### src/rtl/mem_load_unit_if.sv
// mem_load_unit_if: groups the load-request, data-RAM read and writeback signals
// of the load unit into one bundle.
// slave  = the load unit's view; master = the surrounding pipeline and memory.
interface mem_load_unit_if #(
    parameter int ADDR_W = 32,
    parameter int RD_W   = 5
);
    // execute-stage request
    logic              ld_valid;
    logic              ld_ready;
    logic [ADDR_W-1:0] ld_addr;
    logic [2:0]        ld_funct3;
    logic [RD_W-1:0]   ld_rd;
    // data RAM read port
    logic              mem_req;
    logic [ADDR_W-1:0] mem_addr;
    logic              mem_rvalid;
    logic [31:0]       mem_rdata;
    // register-file writeback
    logic              wb_valid;
    logic              wb_we;
    logic [RD_W-1:0]   wb_rd;
    logic [31:0]       wb_data;
    logic              wb_err;

    modport slave (
        input  ld_valid, ld_addr, ld_funct3, ld_rd, mem_rvalid, mem_rdata,
        output ld_ready, mem_req, mem_addr, wb_valid, wb_we, wb_rd, wb_data, wb_err
    );

    modport master (
        output ld_valid, ld_addr, ld_funct3, ld_rd, mem_rvalid, mem_rdata,
        input  ld_ready, mem_req, mem_addr, wb_valid, wb_we, wb_rd, wb_data, wb_err
    );
endinterface

### src/rtl/mem_load_unit.sv
// mem_load_unit: single-outstanding load unit. Accepts a load, issues one
// word-aligned RAM read, waits (bounded by TIMEOUT) for the response, then
// extracts and extends the addressed byte/halfword/word for writeback.
// Optional macro: LOAD_MISALIGN_TRAP_EN -- misaligned LH/LHU/LW become an
// immediate error writeback instead of an access.
module mem_load_unit #(
    parameter int ADDR_W  = 32,
    parameter int RD_W    = 5,
    parameter int TIMEOUT = 15
) (
    input  logic             clk,
    input  logic             rst,
    mem_load_unit_if.slave   bus
);
    typedef enum logic [1:0] {IDLE, REQ, WAIT, WB} state_t;

    state_t      state;
    logic [1:0]  off_q;      // byte offset inside the word
    logic [2:0]  f3_q;       // latched load type
    logic [7:0]  cnt;        // cycles spent in WAIT without a response
    logic        illegal;
    logic        misalign;
    logic [7:0]  sel_b;
    logic [15:0] sel_h;
    logic [31:0] ext;

    // Unit is ready only when idle and not held in reset.
    assign bus.ld_ready = (state == IDLE) && !rst;

    // Request decode: unsupported funct3 encodings and (optionally) misalignment.
    always_comb begin
        illegal = (bus.ld_funct3 == 3'b011) || (bus.ld_funct3 == 3'b110) ||
                  (bus.ld_funct3 == 3'b111);
`ifdef LOAD_MISALIGN_TRAP_EN
        misalign = ((bus.ld_funct3[1:0] == 2'b01) && bus.ld_addr[0]) ||
                   ((bus.ld_funct3 == 3'b010) && (bus.ld_addr[1:0] != 2'b00));
`else
        misalign = 1'b0;
`endif
    end

    // Lane select and sign/zero extension of the returned word.
    always_comb begin
        case (off_q)
            2'b00:   sel_b = bus.mem_rdata[7:0];
            2'b01:   sel_b = bus.mem_rdata[15:8];
            2'b10:   sel_b = bus.mem_rdata[23:16];
            default: sel_b = bus.mem_rdata[31:24];
        endcase
        sel_h = off_q[1] ? bus.mem_rdata[31:16] : bus.mem_rdata[15:0];
        case (f3_q)
            3'b000:  ext = {{24{sel_b[7]}}, sel_b};
            3'b100:  ext = {24'h0, sel_b};
            3'b001:  ext = {{16{sel_h[15]}}, sel_h};
            3'b101:  ext = {16'h0, sel_h};
            default: ext = bus.mem_rdata;
        endcase
    end

    // Control FSM with registered memory and writeback outputs.
    always_ff @(posedge clk or posedge rst) begin
        if (rst) begin
            state        <= IDLE;
            off_q        <= 2'b00;
            f3_q         <= 3'b000;
            cnt          <= 8'd0;
            bus.mem_req  <= 1'b0;
            bus.mem_addr <= '0;
            bus.wb_valid <= 1'b0;
            bus.wb_we    <= 1'b0;
            bus.wb_rd    <= '0;
            bus.wb_data  <= 32'h0;
            bus.wb_err   <= 1'b0;
        end else begin
            case (state)
                IDLE: begin
                    if (bus.ld_valid) begin
                        off_q     <= bus.ld_addr[1:0];
                        f3_q      <= bus.ld_funct3;
                        bus.wb_rd <= bus.ld_rd;
                        if (illegal || misalign) begin
                            // error exit without touching memory
                            state        <= WB;
                            bus.wb_valid <= 1'b1;
                            bus.wb_err   <= 1'b1;
                            bus.wb_we    <= 1'b0;
                            bus.wb_data  <= 32'h0;
                        end else begin
                            state        <= REQ;
                            bus.mem_req  <= 1'b1;
                            bus.mem_addr <= {bus.ld_addr[ADDR_W-1:2], 2'b00};
                        end
                    end
                end
                REQ: begin
                    // strobe lasts exactly one cycle; response ignored here
                    bus.mem_req <= 1'b0;
                    cnt         <= 8'd0;
                    state       <= WAIT;
                end
                WAIT: begin
                    if (bus.mem_rvalid) begin
                        // data beats a coincident timeout
                        state        <= WB;
                        bus.wb_valid <= 1'b1;
                        bus.wb_err   <= 1'b0;
                        bus.wb_data  <= ext;
                        bus.wb_we    <= (bus.wb_rd != '0);
                    end else if (cnt == 8'(TIMEOUT)) begin
                        state        <= WB;
                        bus.wb_valid <= 1'b1;
                        bus.wb_err   <= 1'b1;
                        bus.wb_data  <= 32'h0;
                        bus.wb_we    <= 1'b0;
                    end else begin
                        cnt <= cnt + 8'd1;
                    end
                end
                default: begin
                    // WB: one-cycle pulse, then back to idle
                    bus.wb_valid <= 1'b0;
                    bus.wb_we    <= 1'b0;
                    bus.wb_err   <= 1'b0;
                    state        <= IDLE;
                end
            endcase
        end
    end
endmodule

### src/flat_wrapper.sv
// flat-port wrapper written by rule: the top's interface ports become plain ports
module mem_load_unit_flat 
#(
    parameter int ADDR_W  = 32,
    parameter int RD_W    = 5,
    parameter int TIMEOUT = 15
)
  (clk, rst, bus_ld_valid, bus_ld_addr, bus_ld_funct3, bus_ld_rd, bus_mem_rvalid, bus_mem_rdata, bus_ld_ready, bus_mem_req, bus_mem_addr, bus_wb_valid, bus_wb_we, bus_wb_rd, bus_wb_data, bus_wb_err);
  mem_load_unit_if #(.ADDR_W(ADDR_W), .RD_W(RD_W)) bus_i ();
  input  logic clk;
  input  logic rst;
  input wire logic [$bits(bus_i.ld_valid)-1:0] bus_ld_valid;
  input wire logic [$bits(bus_i.ld_addr)-1:0] bus_ld_addr;
  input wire logic [$bits(bus_i.ld_funct3)-1:0] bus_ld_funct3;
  input wire logic [$bits(bus_i.ld_rd)-1:0] bus_ld_rd;
  input wire logic [$bits(bus_i.mem_rvalid)-1:0] bus_mem_rvalid;
  input wire logic [$bits(bus_i.mem_rdata)-1:0] bus_mem_rdata;
  output wire logic [$bits(bus_i.ld_ready)-1:0] bus_ld_ready;
  output wire logic [$bits(bus_i.mem_req)-1:0] bus_mem_req;
  output wire logic [$bits(bus_i.mem_addr)-1:0] bus_mem_addr;
  output wire logic [$bits(bus_i.wb_valid)-1:0] bus_wb_valid;
  output wire logic [$bits(bus_i.wb_we)-1:0] bus_wb_we;
  output wire logic [$bits(bus_i.wb_rd)-1:0] bus_wb_rd;
  output wire logic [$bits(bus_i.wb_data)-1:0] bus_wb_data;
  output wire logic [$bits(bus_i.wb_err)-1:0] bus_wb_err;
  assign bus_i.ld_valid = bus_ld_valid;
  assign bus_i.ld_addr = bus_ld_addr;
  assign bus_i.ld_funct3 = bus_ld_funct3;
  assign bus_i.ld_rd = bus_ld_rd;
  assign bus_i.mem_rvalid = bus_mem_rvalid;
  assign bus_i.mem_rdata = bus_mem_rdata;
  assign bus_ld_ready = bus_i.ld_ready;
  assign bus_mem_req = bus_i.mem_req;
  assign bus_mem_addr = bus_i.mem_addr;
  assign bus_wb_valid = bus_i.wb_valid;
  assign bus_wb_we = bus_i.wb_we;
  assign bus_wb_rd = bus_i.wb_rd;
  assign bus_wb_data = bus_i.wb_data;
  assign bus_wb_err = bus_i.wb_err;
  mem_load_unit #(.ADDR_W(ADDR_W), .RD_W(RD_W), .TIMEOUT(TIMEOUT)) u_core (.clk(clk), .rst(rst), .bus(bus_i));
endmodule
### config.mk
export PLATFORM = sky130hd
export DESIGN_NAME = mem_load_unit_flat
export DESIGN_NICKNAME = d
export VERILOG_FILES = /design/src/rtl/mem_load_unit_if.sv /design/src/rtl/mem_load_unit.sv /design/src/flat_wrapper.sv
export SDC_FILE = /design/constraint.sdc
export NUM_CORES = 1
export LEC_CHECK = 0
export BUFFER_PORTS_ARGS = -buffer_cell sky130_fd_sc_hd__buf_2
export CAP_MARGIN = 20
export CORE_ASPECT_RATIO = 1.1
export CORE_MARGIN = 2
export CORE_UTILIZATION = 35
export CTS_CLUSTER_DIAMETER = 200
export DETAILED_ROUTE_END_ITERATION = 6
export PLACE_DENSITY = 0.67
export SLEW_MARGIN = 0
export SYNTH_ARGS = -nofsm -noshare
export SYNTH_HDL_FRONTEND = slang
export SYNTH_SLANG_ARGS = --single-unit
### constraint.sdc
create_clock -name clk -period 3.6 [get_ports clk]
set_input_delay 0.54 -clock clk [delete_from_list [all_inputs] [get_ports clk]]
set_output_delay 0.54 -clock clk [all_outputs]
set_load 0.02 [all_outputs]
==> qor.csv, run 1 <==
metric;value;unit
overall power of the completed layout;4790;uW
initial cell density of the core;36.1;%
summed negative setup slack over all endpoints;0;ns
Mean Syn Cell Area;12.5;um^2
share of synthesized flip-flops with an asynchronous set or reset;100;%
worst IR drop on VDD;351;uV
kind of critical path;register to register;
Max-Slew Margin vs Limit;48.5;%
hold buffers post-CTS;0;
initial antenna violation count;0;
Layout Nets;558;
overall die width;108;um
post-CTS setup buffer count;0;
fraction of the yosys area taken by sequential cells;51.4;%
final worst slack;1.11;ns
die area;12900;um^2
Fin Hold WS;0.261;ns
cts repair resizes;0;
launching element type of the critical path;register;
family with the most delay on the worst path;compound AO/OA/AOI/OAI gates;
Post-synth EDFFs;0;
later-pin clock latency in the skew report;0.33;ns
TritonCTS clock tree;done;
antenna cells;0;
critical path's largest stage delay;0.58;ns
num ports;150;
Pre-antenna DRT Iters;4;
cell area after synthesis;4190;um^2
weighted congestion reported at the end of routability-driven placement;0.785;
final cycle utilization of the critical path;69.0;%
Critical Path RT;3.86;ns
Area contributors post-synth;sky130_fd_sc_hd__dfrtp_1 51%, sky130_fd_sc_hd__mux2_2 13%, sky130_fd_sc_hd__mux2i_1 4.3%, sky130_fd_sc_hd__a221o_1 3.8%, sky130_fd_sc_hd__o221ai_1 1.9%;
Die Height;119;um
Global Route met1 Usage;21.5;%
total half-perimeter wirelength after legalization and detailed placement;7510;um
cell taking the most area after synthesis;sky130_fd_sc_hd__dfrtp_1;
Final min period;2.49;ns
number of buffers added by the clock tree synthesis step;9;
remaining antenna violation count after routing;0;
Detailed Route Iter0 Violations;214;
power density relative to cell area;904;nW/um^2
Worst Tran Pin Value;0.772;ns
number of setup violations in the final report;0;
per-cell via count in the routed design;5.17;
Worst Clk Skew;0.00455;ns
arrival time at the worst endpoint;2.75;ns
most instantiated flip-flop cell in the synthesis netlist;sky130_fd_sc_hd__dfrtp_1;
Hold Path Class;input pin to async pin;
crit path max-delay cell type;sky130_fd_sc_hd__and2_1;
worst path buffer plus inverter count;1;
flip-flop and latch count after synthesis;86;
area of the core;11600;um^2
Detailed Route WL;10100;um
number of max-slew violations in the final report;0;
fraction of final layout cells sized beyond drive strength 1;46.3;%
max_cap viols;0;
clock transition time at the flip-flop clock pins of the worst setup and hold paths;0.06;ns
final-report hold violation count;0;
RSZ-0062 raised after global routing;no;
gr usage total;15.9;%
element type at the critical path end;register;
Placed Instances;616;
wire length of the first global-routing pass;16300;um
Residual DRC;0;
fraction of post-synthesis cell area in the top cell type by area;51.4;%
number of cells in the finished layout apart from fillers;632;
critical path fanouts, max;16;
maximum number of pins on one net before global-route repair;36;
global routing's busiest layer;met2;
cell-by-cell trace of the critical path;inv_1 > ha_1 > o211ai_2 > a211oi_4 > and2_1 > a221o_1;
leakage power of the design;0.00264;uW
vias in the first global route;3261;
global-route track usage on met3;2.98;%
total number of H-tree levels;3;
final routed wire length divided by cell count;16.0;um
worst setup slack after placement;1.14;ns
overall overflow remaining after global route;0;
CTS Root Buffer Type;sky130_fd_sc_hd__clkbuf_16;
count of cell types in the netlist;53;
run status;finished clean;
Achievable Freq;402;MHz
maximum number of buffers from clock root to sink;2;
count of yosys warnings during synthesis;0;
filler instances;1100;
Port Buffer Count;147;
CTS sink count;86;
Std-Cell Rows;41;
Vias;3268;
met2 demand-to-capacity share in global routing;25.6;%
number of instances in the synthesized netlist;336;
growth of design area from synthesis to finish;26.6;%
-- flip-flops by register name, summed over array words and instances, names as in the netlist --
| register | flops |
|---|---|
| u_core.bus.mem_req | 1 |
| u_core.f3_q | 3 |
| u_core.bus.wb_err | 1 |
| u_core.state | 2 |
| u_core.off_q | 2 |
| u_core.bus.wb_rd | 5 |
| u_core.bus.wb_data | 32 |
| u_core.cnt | 8 |
| u_core.bus.mem_addr | 30 |
| u_core.bus.wb_we | 1 |
| u_core.bus.wb_valid | 1 |
-- cells by family after synthesis --
family                   Yosys count  synth area share, %
buffers and inverters             37                 4.72
flip-flops                        86                 51.4
AND/OR/NAND/NOR                   58                 7.71
adder cells (fa/ha/maj)            5                 1.49
other                              1               0.0896
multiplexers                      65                 17.0
XOR/XNOR                           4                0.837
AO/OA/AOI/OAI                     80                 16.8
-- placed cells by master (no fill, tap or decap), types with 3 or more instances in the layout --
master                      netlist  final
sky130_fd_sc_hd__and2_1           4      4
sky130_fd_sc_hd__nor2b_1         11     11
sky130_fd_sc_hd__dfrtp_1         86     86
sky130_fd_sc_hd__clkbuf_16        0      9
sky130_fd_sc_hd__o21ai_0          9      9
sky130_fd_sc_hd__a22o_1           8      8
sky130_fd_sc_hd__mux2i_1         18     18
sky130_fd_sc_hd__nand2_1         14     14
sky130_fd_sc_hd__a221oi_1         4      4
sky130_fd_sc_hd__o221ai_1         9      9
sky130_fd_sc_hd__inv_1           15     14
sky130_fd_sc_hd__a21oi_1          3      3
sky130_fd_sc_hd__nor2_1          11     11
sky130_fd_sc_hd__a221o_1         16     16
sky130_fd_sc_hd__nand2b_1         5      5
sky130_fd_sc_hd__mux2_2          47     47
sky130_fd_sc_hd__buf_2            7    147
sky130_fd_sc_hd__a211oi_1         5      5
sky130_fd_sc_hd__a22oi_1          4      4
sky130_fd_sc_hd__o22ai_1          3      3
sky130_fd_sc_hd__ha_1             5      5
sky130_fd_sc_hd__xnor2_1          3      3
sky130_fd_sc_hd__clkbuf_8         0      3
sky130_fd_sc_hd__nand3_1          4      4
sky130_fd_sc_hd__a2bb2oi_1        3      3
-- worst paths after layout --
check | end | slack (ns) | from | cells past startpoint
min in group clk | u_core.bus.mem_addr[4] | 0.44 | bus_ld_addr[4] | 2
hold reg to reg | u_core.bus.wb_data[4] | 0.50 | u_core.bus.wb_data[4] | 1
max in group asynchronous | u_core.bus.wb_data[11] | 2.67 | rst | 3
setup / recovery | u_core.bus.wb_data[29] | 1.11 | u_core.state[0] | 6
setup reg to reg | u_core.bus.wb_data[29] | 1.11 | u_core.state[0] | 6
hold / removal | u_core.bus.wb_err | 0.26 | rst | 2
-- per-stage QoR --
stage          util [%]  area [um^2]
3_3_place_gp       43.0         4990
6_report           45.7         5300
3_5_place_dp       43.2         5010
5_1_grt            45.7         5300
4_1_cts            45.7         5300
2_1_floorplan         -         4190
-- cells in the mapped netlist, types with 2 or more instances --
| cell | count |
|---|---|
| sky130_fd_sc_hd__inv_1 | 15 |
| sky130_fd_sc_hd__and2_1 | 4 |
| sky130_fd_sc_hd__a22o_1 | 8 |
| sky130_fd_sc_hd__clkbuf_1 | 5 |
| sky130_fd_sc_hd__nand2b_1 | 5 |
| sky130_fd_sc_hd__mux2i_1 | 18 |
| sky130_fd_sc_hd__a221oi_1 | 4 |
| sky130_fd_sc_hd__buf_4 | 3 |
| sky130_fd_sc_hd__nand2_1 | 14 |
| sky130_fd_sc_hd__nor2b_1 | 11 |
| sky130_fd_sc_hd__o22ai_1 | 3 |
| sky130_fd_sc_hd__o21ai_0 | 9 |
| sky130_fd_sc_hd__nand3_1 | 4 |
| sky130_fd_sc_hd__a221o_1 | 16 |
| sky130_fd_sc_hd__xnor2_1 | 3 |
| sky130_fd_sc_hd__buf_2 | 7 |
| sky130_fd_sc_hd__ha_1 | 5 |
| sky130_fd_sc_hd__or4_1 | 2 |
| sky130_fd_sc_hd__o221ai_1 | 9 |
| sky130_fd_sc_hd__a21oi_1 | 3 |
| sky130_fd_sc_hd__buf_6 | 5 |
| sky130_fd_sc_hd__mux2_2 | 47 |
| sky130_fd_sc_hd__a2bb2oi_1 | 3 |
| sky130_fd_sc_hd__a211oi_1 | 5 |
| sky130_fd_sc_hd__dfrtp_1 | 86 |
| sky130_fd_sc_hd__o31ai_1 | 2 |
| sky130_fd_sc_hd__a22oi_1 | 4 |
| sky130_fd_sc_hd__nor2_1 | 11 |
-- layer usage --
layer  vias up  wire (um)  part of all wire [%]
met1      1626       4610                    46
li1       1533          -                     -
met2       102       4850                    48
met4         0        107                   1.1
met5         -          0                     0
met3         7        526                   5.2
-- report_power, final --
group / internal, uW / leakage, uW / switching (uW) / total, uW
Combinational: 935 / 0.00141 / 1260 / 2200
Sequential: 1390 / 0.00110 / 327 / 1710
Clock: 525 / 0.000135 / 355 / 879
Total: 2850 / 0.00264 / 1950 / 4790
-- final cells by class --
| type | count | area [um^2] | share of cell area (%) |
|---|---|---|---|
| Clock buffer | 14 | 274 | 5.17 |
| Clock inverter | 2 | 15.0 | 0.283 |
| Inverter | 16 | 61.3 | 1.16 |
| Multi-Input combinational cell | 214 | 1840 | 34.7 |
| Sequential cell | 86 | 2150 | 40.6 |
| Tap cell | 150 | 188 | 3.54 |
| Timing Repair Buffer | 150 | 771 | 14.5 |
Note: power is estimated with default switching activity, not from simulation.
==> inputs of run 2 (changes only) <==
--- a/config.mk
+++ b/config.mk
@@ -5,6 +5,7 @@
 export SDC_FILE = /design/constraint.sdc
 export NUM_CORES = 1
 export LEC_CHECK = 0
+export ABC_AREA = 1
 export BUFFER_PORTS_ARGS = -buffer_cell sky130_fd_sc_hd__buf_2
 export CAP_MARGIN = 20
 export CORE_ASPECT_RATIO = 1.1
@@ -12,7 +13,7 @@
 export CORE_UTILIZATION = 35
 export CTS_CLUSTER_DIAMETER = 200
 export DETAILED_ROUTE_END_ITERATION = 6
-export PLACE_DENSITY = 0.67
+export PLACE_DENSITY = 0.66
 export SLEW_MARGIN = 0
 export SYNTH_ARGS = -nofsm -noshare
 export SYNTH_HDL_FRONTEND = slang
==> constraint.sdc (replaced) <==
create_clock -name clk -period 2.48 [get_ports clk]
set_input_delay 0.372 -clock clk [delete_from_list [all_inputs] [get_ports clk]]
set_output_delay 0.372 -clock clk [all_outputs]
set_load 0.02 [all_outputs]
==> run 2 against run 1 <==
Clock skew rose by 0.0049 ns. Clock power rose by 54%. Register-to-register slack got worse by 0.62 ns. Sequential cell count did not move. Synthesized cell count rose by 72%. Power rose by 50%. Combinational power rose by 56%.
==> qor.csv, run 2 <==
metric;value;unit;change
run status;finished clean;;
final-report hold violation count;0;;unchanged
Die Height;122;um;+2.4%
maximum number of buffers from clock root to sink;2;;unchanged
number of max-slew violations in the final report;0;;unchanged
commonest non-fill, non-tap cell in the layout;sky130_fd_sc_hd__nand2_1;;
initial antenna violation count;1;;+1
count of yosys warnings during synthesis;0;;unchanged
Area contributors post-synth;sky130_fd_sc_hd__dfrtp_1 49%, sky130_fd_sc_hd__nand2_1 18%, sky130_fd_sc_hd__o21ai_0 5.9%, sky130_fd_sc_hd__nor2_1 5.1%, sky130_fd_sc_hd__nand3_1 5.0%;;
maximum number of pins on one net before global-route repair;37;;+2.8%
Fin Hold WS;0.0547;ns;-0.207 ns
register ranked first by flip-flop count;u_core.bus.wb_data;;
leakage power of the design;0.00316;uW;+20%
most numerous cell on the critical path;sky130_fd_sc_hd__nand2_2;;
later-pin clock latency in the skew report;0.34;ns;about the same
Max-Slew Margin vs Limit;63.5;%;+15 points
cell taking the most area after synthesis;sky130_fd_sc_hd__dfrtp_1;;
Post-Synth Adder-Cell Area;1.42;%;-0.071 points
Final min period;1.99;ns;-0.498 ns
final cycle utilization of the critical path;80.1;%;+11 points
number of buffers added by the clock tree synthesis step;9;;unchanged
Hold Path Class;input pin to async pin;;
Vias;4317;;+32%
largest registers;u_core.bus.wb_data: 32 flops, u_core.bus.mem_addr: 30 flops, u_core.cnt: 8 flops;;
hold buffers post-CTS;0;;unchanged
CTS Root Buffer Type;sky130_fd_sc_hd__clkbuf_16;;
launching element type of the critical path;register;;
summed negative setup slack over all endpoints;0;ns;unchanged
growth of design area from synthesis to finish;26.2;%;
number of instances in the synthesized netlist;578;;+72%
antenna cells;0;;unchanged
Layout Nets;797;;+43%
flip-flop and latch count after synthesis;86;;unchanged
most frequent cells in the layout;210 x sky130_fd_sc_hd__nand2_1, 147 x sky130_fd_sc_hd__buf_2, 86 x sky130_fd_sc_hd__dfrtp_1;;
origin of the critical flop-to-flop path;u_core.f3_q[1];;
Residual DRC;0;;unchanged
multiplexer fraction of the synthesized cell area;1.28;%;-16 points
max_cap viols;0;;unchanged
remaining antenna violation count after routing;0;;unchanged
gr usage total;18.2;%;+2.2 points
kind of critical path;register to register;;
final routed wire length divided by cell count;14.2;um;-11%
wire length of the first global-routing pass;19700;um;+21%
Post-synth EDFFs;0;;unchanged
xor and xnor fraction of the mapped netlist area;0.199;%;-0.64 points
critical path fanouts, max;21;;+5
Pre-antenna DRT Iters;5;;+1
Detailed Route WL;12400;um;+23%
Post-Synth Simple-Gate Area;31.1;%;+23 points
Detailed Route Iter0 Violations;292;;+36%
Critical Path RT;2.75;ns;-1.11 ns
CTS sink count;86;;unchanged
critical path's largest stage delay;0.38;ns;-0.20 ns
weighted congestion reported at the end of routability-driven placement;0.875;;+12%
TritonCTS clock tree;done;;
RSZ-0062 raised after global routing;no;;
initial cell density of the core;36.2;%;+0.11 points
cell with the most instances after synthesis;sky130_fd_sc_hd__nand2_1;;
number of cells in the finished layout apart from fillers;874;;+38%
worst IR drop on VDD;625;uV;+78%
area of the core;12100;um^2;+4.7%
total half-perimeter wirelength after legalization and detailed placement;9030;um;+20%
cell area after placement;5240;um^2;+4.6%
share of synthesized flip-flops with an asynchronous set or reset;100;%;unchanged
per-cell via count in the routed design;4.94;;-4.5%
total number of H-tree levels;3;;unchanged
cts repair resizes;0;;unchanged
vias in the first global route;4051;;+24%
Util after Layout;45.7;%;about the same
slack of the worst reg-to-reg path;0.49;ns;-0.62 ns
Std-Cell Rows;42;;+2.4%
fraction of the yosys area taken by sequential cells;49.0;%;-2.5 points
most frequent cells after synthesis;210 x sky130_fd_sc_hd__nand2_1, 86 x sky130_fd_sc_hd__dfrtp_1, 60 x sky130_fd_sc_hd__nor2_1;;
count of cell types in the netlist;31;;-42%
fraction of post-synthesis cell area in the top cell type by area;49.0;%;-2.5 points
clock transition time at the flip-flop clock pins of the worst setup and hold paths;0.06;ns;about the same
num ports;150;;unchanged
Compound-Gate Fraction of Synth Area;9.82;%;-7.0 points
overall die width;111;um;+2.4%
Mean Syn Cell Area;7.60;um^2;-39%
cell-by-cell trace of the critical path;inv_2 > nand2_2 > nor2_1 > nand4_4 > nand2_2 > nand3_1 > nand2_1;;
Worst Tran Pin Value;0.545;ns;-0.227 ns
die area;13500;um^2;+4.8%
number of setup violations in the final report;0;;unchanged
dominant combinational cell family by area after synthesis;simple AND/OR/NAND/NOR gates;;
arrival time at the worst endpoint;2.26;ns;-0.49 ns
Register-to-Register Path Depth;7;;+1
most instantiated flip-flop cell in the synthesis netlist;sky130_fd_sc_hd__dfrtp_1;;
cell area after synthesis;4400;um^2;+5.0%
Port Buffer Count;147;;unchanged
Worst Clk Skew;0.00948;ns;+0.00494 ns
Placed Instances;859;;+39%
element type at the critical path end;register;;
max FFs per register;32;;unchanged
cell area after layout;5550;um^2;+4.7%
capturing point of the worst reg2reg path;u_core.bus.wb_data[28];;
post-CTS setup buffer count;0;;unchanged
crit path max-delay cell type;sky130_fd_sc_hd__dfrtp_1;;
Achievable Freq;503;MHz;+25%
power density relative to cell area;1290;nW/um^2;+43%
fraction of final layout cells sized beyond drive strength 1;26.1;%;-20 points
overall overflow remaining after global route;0;;unchanged
-- run 2: cell count changes in the layout (fill, tap and decap cells not counted), moves of 18 or more --
cell,before,now
sky130_fd_sc_hd__nand3_1,4,44
sky130_fd_sc_hd__a21oi_1,3,25
sky130_fd_sc_hd__o21ai_0,9,52
sky130_fd_sc_hd__nor2_1,11,59
sky130_fd_sc_hd__mux2i_1,18,0
sky130_fd_sc_hd__inv_1,14,38
sky130_fd_sc_hd__mux2_2,47,5
sky130_fd_sc_hd__nand2_1,14,210
-- run 2: final cells by class --
cell class | count | area (um^2)
Clock inverter | 5 | 57.6
Timing Repair Buffer | 154 | 801
Fill cell | 1201 | 6590
Clock buffer | 10 | 239
Tap cell | 154 | 193
Sequential cell | 86 | 2150
Inverter | 42 | 161
Multi-Input combinational cell | 423 | 1950
-- run 2: worst max path at each step --
stage	startpoint	to	slack [ns]	depth (start not counted)
floorplan	u_core.state[0]	u_core.bus.wb_data[5]	0.94	9
global placement	u_core.state[0]	u_core.bus.wb_data[4]	0.33	7
detailed placement	u_core.state[0]	u_core.bus.wb_data[9]	0.23	7
CTS	u_core.state[0]	u_core.bus.wb_data[31]	0.20	7
global route	u_core.state[0]	u_core.bus.wb_data[31]	0.31	8
finish	u_core.f3_q[1]	u_core.bus.wb_data[28]	0.49	7
-- run 2: worst max-delay path, delay by kind of cell (launching register included) --
family,cells,cell delay (ns)
buffers and inverters,1,0.29
flip-flops,1,0.38
AND/OR/NAND/NOR,6,1.22
-- run 2: per-layer routing --
metal	GRT usage (%)	routed length, um
met5	0	0
met4	6.48	228
met2	28.5	5680
met3	5.57	1100
met1	24.1	5350
-- run 2: cells by family (layout without fill, tap and decap cells) --
logic type               count (synthesis)  in the layout
flip-flops                              86             86
other                                    1              2
adder cells (fa/ha/maj)                  5              5
AND/OR/NAND/NOR                        328            328
AO/OA/AOI/OAI                           82             82
XOR/XNOR                                 1              1
buffers and inverters                   70            211
multiplexers                             5              5
-- run 2: power breakdown --
group | switching (uW) | total, uW | internal [uW]
Clock | 550 | 1350 | 804
Combinational | 2400 | 3440 | 1040
Sequential | 377 | 2380 | 2010
Total | 3330 | 7180 | 3850
-- run 2: stage by stage --
stage / worst slack (ns) / power, uW
2_1_floorplan: 0.944 / 4800
3_3_place_gp: 0.330 / 5740
3_5_place_dp: 0.234 / 5840
4_1_cts: 0.202 / 7220
5_1_grt: 0.305 / 7730
6_report: 0.493 / 7180
